File: src/rtl/instr_fetch_if.sv
// Instruction-memory request/acknowledge bus between the fetch unit and its memory.
interface instr_fetch_if #(
   parameter int WIDTH_PC    = 8,
   parameter int WIDTH_INSTR = 16
);
   logic                   imemReq;
   logic [WIDTH_PC-1:0]    imemAddr;
   logic                   imemAck;
   logic [WIDTH_INSTR-1:0] imemData;

   modport master (
      output imemReq,
      output imemAddr,
      input  imemAck,
      input  imemData
   );

   modport slave (
      input  imemReq,
      input  imemAddr,
      output imemAck,
      output imemData
   );
endinterface

File: src/rtl/instr_fetch.sv
// Multi-cycle fetch/issue unit: FETCH -> ISSUE -> FETCH, stops permanently on the HALT opcode.
// Define IFETCH_PERF_EN to build the saturating consumed-instruction counter on instrCount.
module instr_fetch #(
   parameter int                      WIDTH_OPCODE = 4,
   parameter int                      WIDTH_INSTR  = 16,
   parameter int                      WIDTH_PC     = 8,
   parameter logic [WIDTH_PC-1:0]     RESET_PC     = '0,
   parameter logic [WIDTH_OPCODE-1:0] HALT_OPCODE  = 4'hF
) (
   input  logic                            clk,
   input  logic                            rst_n,
   instr_fetch_if.master                   imem,
   input  logic                            stall,
   input  logic                            branchTaken,
   input  logic [WIDTH_PC-1:0]             branchTarget,
   output logic [WIDTH_OPCODE-1:0]         Opcode,
   output logic [WIDTH_INSTR-WIDTH_OPCODE-1:0] Operand,
   output logic                            instrValid,
   output logic [WIDTH_PC-1:0]             PC,
   output logic                            halted,
   output logic [15:0]                     instrCount
);

   localparam int WIDTH_OPERAND = WIDTH_INSTR - WIDTH_OPCODE;

   typedef enum logic [1:0] {
      ST_FETCH = 2'd0,
      ST_ISSUE = 2'd1,
      ST_HALT  = 2'd2
   } state_t;

   state_t                    state_reg,   state_next;
   logic [WIDTH_PC-1:0]       pc_reg,      pc_next;
   logic                      req_reg,     req_next;
   logic [WIDTH_OPCODE-1:0]   opcode_reg,  opcode_next;
   logic [WIDTH_OPERAND-1:0]  operand_reg, operand_next;
   logic                      consume;

   always_ff @(posedge clk or negedge rst_n) begin
      if (!rst_n) begin
         state_reg   <= ST_FETCH;
         pc_reg      <= RESET_PC;
         req_reg     <= 1'b0;
         opcode_reg  <= '0;
         operand_reg <= '0;
      end else begin
         state_reg   <= state_next;
         pc_reg      <= pc_next;
         req_reg     <= req_next;
         opcode_reg  <= opcode_next;
         operand_reg <= operand_next;
      end
   end

   assign consume = (state_reg == ST_ISSUE) && !stall;

   always_comb begin
      state_next   = state_reg;
      pc_next      = pc_reg;
      opcode_next  = opcode_reg;
      operand_next = operand_reg;

      case (state_reg)
         ST_FETCH: begin
            // An ack only counts while our request is actually on the bus.
            if (req_reg && imem.imemAck) begin
               {opcode_next, operand_next} = imem.imemData;
               state_next                  = ST_ISSUE;
            end
         end
         ST_ISSUE: begin
            if (consume) begin
               if (opcode_reg == HALT_OPCODE) begin
                  state_next = ST_HALT;
               end else begin
                  pc_next    = branchTaken ? branchTarget : pc_reg + WIDTH_PC'(1);
                  state_next = ST_FETCH;
               end
            end
         end
         ST_HALT: begin
            state_next = ST_HALT;
         end
         default: begin
            state_next = ST_FETCH;
         end
      endcase

      // Request is registered, so it comes up one cycle after reset and drops right after the ack.
      req_next = (state_next == ST_FETCH);
   end

   assign imem.imemReq  = req_reg;
   assign imem.imemAddr = pc_reg;
   assign Opcode        = opcode_reg;
   assign Operand       = operand_reg;
   assign instrValid    = (state_reg == ST_ISSUE);
   assign halted        = (state_reg == ST_HALT);
   assign PC            = pc_reg;

`ifdef IFETCH_PERF_EN
   logic [15:0] count_reg;

   always_ff @(posedge clk or negedge rst_n) begin
      if (!rst_n) begin
         count_reg <= 16'h0000;
      end else if (consume && (count_reg != 16'hFFFF)) begin
         count_reg <= count_reg + 16'h0001;
      end
   end

   assign instrCount = count_reg;
`else
   assign instrCount = 16'h0000;
`endif

endmodule

File: src/flat_wrapper.sv
// flat-port wrapper written by rule: the top's interface ports become plain ports
module instr_fetch_flat 
#(
   parameter int                      WIDTH_OPCODE = 4,
   parameter int                      WIDTH_INSTR  = 16,
   parameter int                      WIDTH_PC     = 8,
   parameter logic [WIDTH_PC-1:0]     RESET_PC     = '0,
   parameter logic [WIDTH_OPCODE-1:0] HALT_OPCODE  = 4'hF
)
  (clk, rst_n, stall, branchTaken, branchTarget, Opcode, Operand, instrValid, PC, halted, instrCount, imem_imemReq, imem_imemAddr, imem_imemAck, imem_imemData);
  instr_fetch_if #(.WIDTH_PC(WIDTH_PC), .WIDTH_INSTR(WIDTH_INSTR)) imem_i ();
  input  logic clk;
  input  logic rst_n;
  input  logic stall;
  input  logic branchTaken;
  input  logic [WIDTH_PC-1:0] branchTarget;
  output logic [WIDTH_OPCODE-1:0] Opcode;
  output logic [WIDTH_INSTR-WIDTH_OPCODE-1:0] Operand;
  output logic instrValid;
  output logic [WIDTH_PC-1:0] PC;
  output logic halted;
  output logic [15:0] instrCount;
  output wire logic [$bits(imem_i.imemReq)-1:0] imem_imemReq;
  output wire logic [$bits(imem_i.imemAddr)-1:0] imem_imemAddr;
  input wire logic [$bits(imem_i.imemAck)-1:0] imem_imemAck;
  input wire logic [$bits(imem_i.imemData)-1:0] imem_imemData;
  assign imem_imemReq = imem_i.imemReq;
  assign imem_imemAddr = imem_i.imemAddr;
  assign imem_i.imemAck = imem_imemAck;
  assign imem_i.imemData = imem_imemData;
  instr_fetch #(.WIDTH_OPCODE(WIDTH_OPCODE), .WIDTH_INSTR(WIDTH_INSTR), .WIDTH_PC(WIDTH_PC), .RESET_PC(RESET_PC), .HALT_OPCODE(HALT_OPCODE)) u_core (.clk(clk), .rst_n(rst_n), .imem(imem_i), .stall(stall), .branchTaken(branchTaken), .branchTarget(branchTarget), .Opcode(Opcode), .Operand(Operand), .instrValid(instrValid), .PC(PC), .halted(halted), .instrCount(instrCount));
endmodule
File: config.mk
export PLATFORM = sky130hd
export DESIGN_NAME = instr_fetch_flat
export DESIGN_NICKNAME = d
export VERILOG_FILES = /design/src/rtl/instr_fetch_if.sv /design/src/rtl/instr_fetch.sv /design/src/flat_wrapper.sv
export SDC_FILE = /design/constraint.sdc
export NUM_CORES = 1
export LEC_CHECK = 0
export CORE_MARGIN = 4
export CORE_UTILIZATION = 38
export CTS_CLUSTER_DIAMETER = 80
export DETAILED_ROUTE_END_ITERATION = 7
export PLACE_DENSITY = 0.79
export SLEW_MARGIN = 30
export SYNTH_ARGS = -nofsm -noshare
export SYNTH_HDL_FRONTEND = slang
export SYNTH_SLANG_ARGS = --single-unit
File: constraint.sdc
create_clock -name clk -period 1.9 [get_ports clk]
set_input_delay 0.285 -clock clk [delete_from_list [all_inputs] [get_ports clk]]
set_output_delay 0.285 -clock clk [all_outputs]
set_load 0.05 [all_outputs]
Yosys cells after proc, flatten, opt, wreduce, memory -nomap -nowiden
Cells that the tools add are included.
Widths: inputs -> output; s select.
{"block": "word_totals", "regBits": 27, "output_inout_bits": 51, "word_cells": 22}
{"block": "op_classes", "add_sub_neg": 1, "n_eq_ne": 3, "mux": 5, "bitwise_logic": 1, "reduce_logical": 7}
{"cell": "$add 8x1->8 const B", "n": 1}
{"cell": "$mux 8", "n": 1}
{"cell": "$mux 2", "n": 3}
{"cell": "$pmux 2 s3", "n": 1}
{"cell": "$eq 4x4->1 const B", "n": 1}
{"cell": "$logic_not 2->1", "n": 2}
{"cell": "$reduce_and 3->1", "n": 1}
{"cell": "$eq 2x1->1 const B", "n": 1}
{"cell": "$eq 2x2->1 const B", "n": 1}
{"cell": "$logic_and 1x1->1", "n": 2}
{"cell": "$reduce_and 2->1", "n": 1}
{"cell": "$logic_not 1->1", "n": 1}
{"cell": "$not 1->1", "n": 1}

Logic depth before layout (Yosys ltp)
Gate-level depths: netlist of the first run.
{"block": "depth", "ltp_word": 5, "depth_mapped": 5, "ltp_nobuf": 5}

Least setup slack after synthesis of the first run
OpenSTA, ideal clock, no wires.
{"block": "synth_path", "path_type": "reg-to-reg", "startpoint": "register u_core.pc_reg[0], in the netlist u_core.PC[0]", "endpoint": "register u_core.pc_reg[6], in the netlist u_core.PC[6]", "t_arrival_ps": 1476, "required_ps": 1774, "slack_ps": 298, "path_stages_with_launch": 6, "n_path_buf": 0, "path_cell_list": "dfrtp_1 ha_1 nand3_1 o21ba_2 o21ai_1 o21ai_1"}
{"block": "synth_between", "elab_chain_len": 2}
{"element": "start: declaration", "line": "instr_fetch.sv:33", "rtl": "logic [WIDTH_PC-1:0] pc_reg, pc_next;"}
{"element": "start signal: assignment", "line": "instr_fetch.sv:48", "rtl": "pc_reg <= pc_next;"}
{"element": "$add 8x1->8", "line": "instr_fetch.sv:76", "rtl": "pc_next = branchTaken ? branchTarget : pc_reg + WIDTH_PC'(1);"}
{"element": "$mux 8", "line": "instr_fetch.sv:76"}
No other way between the ends.
A chain may end at the register's enable or synchronous reset.

Worst setup path after layout of the first run
{"block": "layout_path", "startpoint": "register u_core.pc_reg[3], in the netlist u_core.PC[3]", "endpoint": "output port imem_imemAddr[3]"}
{"element": "end: declaration", "line": "flat_wrapper.sv:24", "rtl": "output wire logic [$bits(imem_i.imemAddr)-1:0] imem_imemAddr;"}
No word-level cell between the ends.

==> results of run 1 <==
## placed cells by master, fill, tap and decap left out, drive strengths merged, types with 3 or more instances in the layout
cell type,instances
nand2,3
mux2,16
o21ai,11
conb,16
buf,12
dfrtp,27
clkbuf,4
clkdlybuf4s50,51
dlymetal6s2s,3
nor2,5
a21oi,5
## logic make-up after synthesis
family / synth area share [%]
and+or+nand+nor: 9.90
DFF: 46.9
buffers and inverters: 15.3
adders and majority gates: 0.869
other: 0.260
muxes: 16.2
AOI/OAI and AO/OA: 10.5
## metrics by stage
step | cell area [um2] | worst slack (ns) | hold WS (ns) | util [%] | cells
global placement | 1980 | 0.290 | 0.470 | 54.2 | 224
finish | 2040 | 0.0694 | 0.406 | 55.6 | 228
global route | 2040 | 0.00815 | 0.412 | 55.6 | 228
detailed placement | 1980 | 0.247 | 0.487 | 54.2 | 224
CTS | 2030 | 0.0385 | 0.411 | 55.4 | 228
floorplan | 1500 | 0.298 | -0.0106 | - | 139
## layout make-up
cell class              instances  area (um2)  area share [%]
inverters                       1        3.75           0.184
clock buffers                   4        45.0            2.21
flip-flops and latches         27         676            33.2
well taps                      48        60.1            2.95
repair buffers                 66         651            32.0
multi-input cells              82         601            29.5
## power by group
group          switching (mW)  internal [mW]  leakage, nW
logic                    1.78          0.969        0.575
registers               0.257          0.854        0.321
clock network           0.171          0.150       0.0228
total                    2.21           1.97        0.918
## routing by layer
| layer | part of all wire, % | up-vias |
|---|---|---|
| li1 | - | 507 |
| met1 | 40 | 540 |
| met2 | 55 | 41 |
| met3 | 4.1 | 6 |
| met4 | 1.8 | 0 |
| met5 | 0 | - |
## how the worst min path moves through the flow
stage	cells past startpoint	start	slack [ns]	end
floorplan	0	rst_n	-0.01	u_core.Opcode[0]$_DFFE_PN0P_
global placement	1	u_core.Operand[2]$_DFFE_PN0P_	0.47	u_core.Operand[2]$_DFFE_PN0P_
detailed placement	1	u_core.Operand[2]$_DFFE_PN0P_	0.49	u_core.Operand[2]$_DFFE_PN0P_
CTS	2	rst_n	0.41	u_core.Operand[7]$_DFFE_PN0P_
global route	2	rst_n	0.41	u_core.Opcode[3]$_DFFE_PN0P_
finish	2	rst_n	0.41	u_core.Opcode[3]$_DFFE_PN0P_
## timing repair
action | CTS | global route
setup endpoints to repair | 0 | 3
gates resized for setup | 0 | 3
hold buffers | 0 | 0
==> flow_metrics.py, run 1 <==
metrics = {
    "drt": {
        "wl_per_cell_um": 14.9,
        "drc": 0,
        "vias": 1094,
        "vias_per_cell": 4.80,
        "dr.pass1.iters": 4,
        "drtIter0Drc": 30,
        "ant_nets": 0,
        "wirelength_um": 3400,
    },
    "synth": {
        "synth_cells": 124,
        "yosys_most_used_dff": "dfrtp_1",
        "yosys_warnings": 0,
        "synth.distinct_cells": 34,
        "yosysTopAreaCellShare_pct": 46.9,
        "synthTopCellsByCount": "dfrtp_1 (27), buf_4 (24), o21ai_1 (11), mux2_4 (9), mux2_1 (7)",
        "ys_seq_area_share_pct": 46.9,
        "ys_seq_elements": 27,
        "synth_largest_area_cell": "dfrtp_1",
        "synth.most_common_cell": "dfrtp_1",
        "syn_area_um2": 1440,
        "synthArstFlopShare_pct": 100,
        "synth_edf_count": 0,
        "synth_area_leaders": "dfrtp_1 (47%), buf_4 (13%), mux2_4 (9.4%)",
        "syn_area_per_cell_um2": 11.6,
    },
    "die": {
        "top_level_ports": 80,
        "start_util_pct": 39.3,
        "core_area_um2": 3660,
        "die_area_um2": 4840,
        "rows": 22,
        "dieWidth_um": 69.6,
        "die_h_um": 69.6,
    },
    "global_routing": {
        "grt_pass1_wl_um": 5330,
        "use_met2_pct": 24.6,
        "met1_usage_pct": 16.3,
        "antenna_found_initial": 0,
        "grt-ovfl-total": 0,
        "grt_pass1_vias": 1117,
        "top_usage_layer": "met2",
        "grtUsageTotal_pct": 13.8,
        "grt_max_degree": 28,
        "grt_use_met3_pct": 2.17,
    },
    "setup_path": {
        "start_kind": "flop",
        "path_class": "flop to primary output",
        "r2r_slack_ns": 0.54,
        "crit_family": "buffers and inverters",
        "crit_buf_inv": 1,
        "critPathLaunch": "u_core.PC[3]$_DFFE_PN0P_",
        "critPathRequiredTime_ns": 1.62,
        "cp_slowest_stage_delay_ns": 0.84,
        "path_cells": "clkdlybuf4s50_1",
        "r2r_cells": 5,
        "crit_arrival_ns": 1.55,
        "timing.rr.end": "u_core.PC[6]$_DFFE_PN0P_",
        "crit_slowest_cell": "clkdlybuf4s50_1",
        "end_kind": "primary output",
        "crit_cells": 1,
        "r2r-start": "u_core.PC[0]$_DFFE_PN0P_",
        "worstSetupEndpoint": "imem_imemAddr[3]",
        "critical_path_peak_fanout": 6,
    },
    "timing": {
        "rsz0062_at_grt": "no",
        "setup-tns-final_ns": 0,
        "tightest_slew_ns": 0.525,
        "slew_violations": 0,
        "max_freq_mhz": 546,
        "setup_viol": 0,
        "fin_skew_ns": 0.00618,
        "slew_headroom_pct": 64.9,
        "period_share_pct": 96.3,
        "hold_viol_final": 0,
        "fin_crit_ns": 1.83,
    },
    "layout": {
        "largest_reg_flops": 12,
        "nNetsFinal": 211,
        "drive_gt1_share_pct": 15.6,
        "syn2layout_area_growth_pct": 41.4,
        "fill_cells": 337,
        "antennaDiodeCount": 0,
    },
    "outcome": {
        "outcome": "finished clean",
    },
    "clock_tree": {
        "cts_setup_buffers": 0,
        "clk_latency_ns": 0.27,
        "clock_sinks": 27,
        "cts.htree.levels": 1,
        "cts_buffers": 3,
        "clkTransAtPathRegs_ns": 0.09,
        "cts-root-buf": "clkbuf_8",
        "cts_tree": "built",
        "cts_buffer_depth": 2,
    },
    "power": {
        "powerDensity_nw_per_um2": 2050,
        "finalPower_mw": 4.18,
        "p_leak_nw": 0.918,
        "peakVddDrop_uv": 915,
    },
    "place": {
        "place_congestion": 0.742,
        "dp_hpwl_um": 2590,
        "portBuffers": 63,
    },
    "job": {
        "drv_cap": 0,
    },
    "hold_path": {
        "hp-class": "input pin to async pin",
    },
}
Power figures use the tool's default switching activity.
==> inputs of run 2 (changes only) <==
--- a/config.mk
+++ b/config.mk
@@ -5,11 +5,12 @@
 export SDC_FILE = /design/constraint.sdc
 export NUM_CORES = 1
 export LEC_CHECK = 0
+export ABC_AREA = 1
 export CORE_MARGIN = 4
-export CORE_UTILIZATION = 38
+export CORE_UTILIZATION = 39
 export CTS_CLUSTER_DIAMETER = 80
 export DETAILED_ROUTE_END_ITERATION = 7
-export PLACE_DENSITY = 0.79
+export PLACE_DENSITY = 0.8
 export SLEW_MARGIN = 30
 export SYNTH_ARGS = -nofsm -noshare
 export SYNTH_HDL_FRONTEND = slang
==> run 2 against run 1 <==
- combinational power down 94%
- setup slack worse by 0.0087 ns
- sequential power down 48%
- clock power down 2%
- critical path depth unchanged
- synthesized cell count up 54%
- synthesized area up 3.3%
- critical path type unchanged
- highest routed layer unchanged
==> flow_metrics.py, run 2 <==
metrics = {
    "timing": {
        "rsz0062_at_grt": "no",
        "fin_skew_ns": 0.00229,
        "period_share_pct": 96.8,
        "layout_setup_ws_ns": 0.0607,
        "setup_viol": 0,
        "hold_viol_final": 0,
        "setup-tns-final_ns": 0,
        "fin_crit_ns": 1.84,
        "slew_headroom_pct": 65.2,
        "slew_violations": 0,
        "max_freq_mhz": 544,
        "tightest_slew_ns": 0.522,
    },
    "synth": {
        "synth_fa_ha_area_share_pct": 0.841,
        "ys_seq_elements": 27,
        "yosys_most_used_dff": "dfrtp_1",
        "synth_cells": 191,
        "synth.distinct_cells": 20,
        "synth_edf_count": 0,
        "synth_largest_area_cell": "dfrtp_1",
        "synth_top_family_by_area": "simple AND/OR/NAND/NOR gates",
        "ys_seq_area_share_pct": 45.4,
        "synth.most_common_cell": "nand2_1",
        "synth_mux_area_share_pct": 0,
        "synth_compound_area_share_pct": 7.65,
        "yosys_warnings": 0,
        "synth-xor-area-share_pct": 1.18,
        "syn_area_per_cell_um2": 7.79,
        "syn_area_um2": 1490,
        "synth_area_leaders": "dfrtp_1 (45%), nand2_1 (13%), buf_4 (12%)",
        "synthArstFlopShare_pct": 100,
        "yosysTopAreaCellShare_pct": 45.4,
        "synth-simple-area-share_pct": 23.7,
        "synthTopCellsByCount": "nand2_1 (53), dfrtp_1 (27), inv_1 (25), buf_4 (24), o21ai_0 (20)",
    },
    "layout": {
        "mostFrequentLayoutCells": "clkdlybuf4s50_1 (56), nand2_1 (53), dfrtp_1 (27)",
        "largest_reg_flops": 12,
        "drive_gt1_share_pct": 6.94,
        "regArea_um2": 676,
        "fill_cells": 357,
        "stdcell_area_um2": 2070,
        "syn2layout_area_growth_pct": 38.9,
        "multi_input_area_um2": 557,
        "final_common_cell": "clkdlybuf4s50_1",
        "nNetsFinal": 276,
        "antennaDiodeCount": 0,
    },
    "place": {
        "portBuffers": 63,
        "place_ws_ns": 0.219,
        "dp_hpwl_um": 2400,
        "placed_cell_area_um2": 2010,
        "place_congestion": 0.746,
    },
    "setup_path": {
        "path_cells": "clkdlybuf4s50_1",
        "cp_slowest_stage_delay_ns": 0.84,
        "crit_buf_inv": 1,
        "crit_family": "buffers and inverters",
        "start_kind": "flop",
        "critPathLaunch": "u_core.PC[3]$_DFFE_PN0P_",
        "path_class": "flop to primary output",
        "r2r-start": "u_core.state_reg[0]$_DFF_PN0_",
        "end_kind": "primary output",
        "critical_path_peak_fanout": 6,
        "crit_arrival_ns": 1.55,
        "crit_slowest_cell": "clkdlybuf4s50_1",
        "critPathRequiredTime_ns": 1.62,
    },
    "drt": {
        "wl_met1_um": 1240,
        "top_layer": "met4",
        "wl_per_cell_um": 10.5,
        "vias": 1242,
        "vias_per_cell": 4.24,
        "dr.pass1.iters": 4,
        "dr_wl_met2_um": 1430,
        "drtIter0Drc": 75,
        "ant_nets": 0,
        "wirelength_um": 3070,
        "drc": 0,
        "wl_met3_um": 375,
    },
    "clock_tree": {
        "clk_latency_ns": 0.26,
        "cts_buffers": 3,
        "cts-root-buf": "clkbuf_8",
        "clkTransAtPathRegs_ns": 0.09,
        "cts.htree.levels": 1,
        "cts_buffer_depth": 2,
        "clock_sinks": 27,
        "cts_tree": "built",
        "cts_hold_buffers": 0,
    },
    "power": {
        "seq_power_share_pct": 54.9,
        "peakVddDrop_uv": 242,
        "p_switching_uw": 264,
        "p_sw_share_pct": 25.3,
        "clockPowerShare_pct": 30.0,
        "powerDensity_nw_per_um2": 506,
        "combPwrFrac_pct": 15.1,
        "p_leak_nw": 1.07,
        "p_int_uw": 782,
    },
    "global_routing": {
        "antenna_found_initial": 0,
        "grtUsageTotal_pct": 12.2,
        "grt_pass1_vias": 1194,
        "grt_max_degree": 34,
        "grt-ovfl-total": 0,
        "grt_pass1_wl_um": 4960,
    },
    "die": {
        "dieWidth_um": 69.8,
        "start_util_pct": 40.6,
        "top_level_ports": 80,
        "core_area_um2": 3660,
        "die_area_um2": 4870,
        "die_h_um": 69.8,
        "rows": 22,
    },
    "outcome": {
        "outcome": "finished clean",
    },
    "hold_path": {
        "hp-class": "input pin to async pin",
    },
    "job": {
        "drv_cap": 0,
    },
}
==> run 2: changes by cell type after synthesis, sizes merged, moves of 5 or more <==
cell,before,now
inv,1,25
nand2,3,55
a21oi,5,0
o21ai,11,20
nor2,5,18
nand3,1,8
mux2,16,0
==> run 2: kinds of logic (layout without fill, tap and decap cells) <==
family / Yosys count / count (layout)
flops: 27 / 27
simple gates: 84 / 84
other cells: 1 / 16
fa+ha+maj: 1 / 1
buf+inv: 54 / 93
compound gates: 22 / 22
xor+xnor: 2 / 2
==> run 2: worst paths after layout <==
check / endpoint / slack [ns] / depth (start not counted)
hold reg to reg: u_core.Operand[2]$_DFFE_PN0P_ / 0.49 / 2
min in group clk: u_core.Operand[2]$_DFFE_PN0P_ / 0.49 / 2
setup / recovery: imem_imemAddr[3] / 0.06 / 1
setup reg to reg: u_core.Operand[11]$_DFFE_PN0P_ / 0.47 / 3
max in group asynchronous: u_core.Operand[8]$_DFFE_PN0P_ / 1.26 / 2
hold / removal: u_core.Opcode[1]$_DFFE_PN0P_ / 0.38 / 2
==> run 2: repair_timing <==
item                                   4_1_cts  5_1_grt
endpoints found under the hold margin        0        0
resized for setup                            0        3
setup buffers                                0        0
setup endpoints to repair                    0        3
==> run 2: stage by stage <==
step / power [mW] / utilization [%] / hold slack (ns) / cells
floorplan: 0.699 / - / -0.0106 / 206
global placement: 0.744 / 55.0 / 0.465 / 289
detailed placement: 0.745 / 55.0 / 0.474 / 289
CTS: 1.06 / 56.3 / 0.390 / 293
global route: 1.09 / 56.5 / 0.399 / 293
finish: 1.05 / 56.5 / 0.383 / 293
==> run 2: final cells by class <==
cell class | count | share of cell area, %
repair buffers | 64 | 30.8
flip-flops and latches | 27 | 32.7
well taps | 48 | 2.91
multi-input cells | 125 | 26.9
inverters | 25 | 4.54
clock buffers | 4 | 2.18
==> run 2: metal layers <==
metal | up-vias | GRT usage (%)
li1 | 645 | -
met1 | 546 | 13.0
met2 | 49 | 21.1
met3 | 2 | 6.23
met4 | 0 | 3.19
met5 | - | 0
==> run 2: power by group through the flow <==
stage	combinational, mW	clock [mW]	sequential [mW]
after global placement	0.158	0	0.586
after detailed placement	0.159	0	0.586
after global routing	0.170	0.350	0.574
after floorplan	0.113	0	0.586
after CTS	0.159	0.329	0.574
final	0.158	0.314	0.574
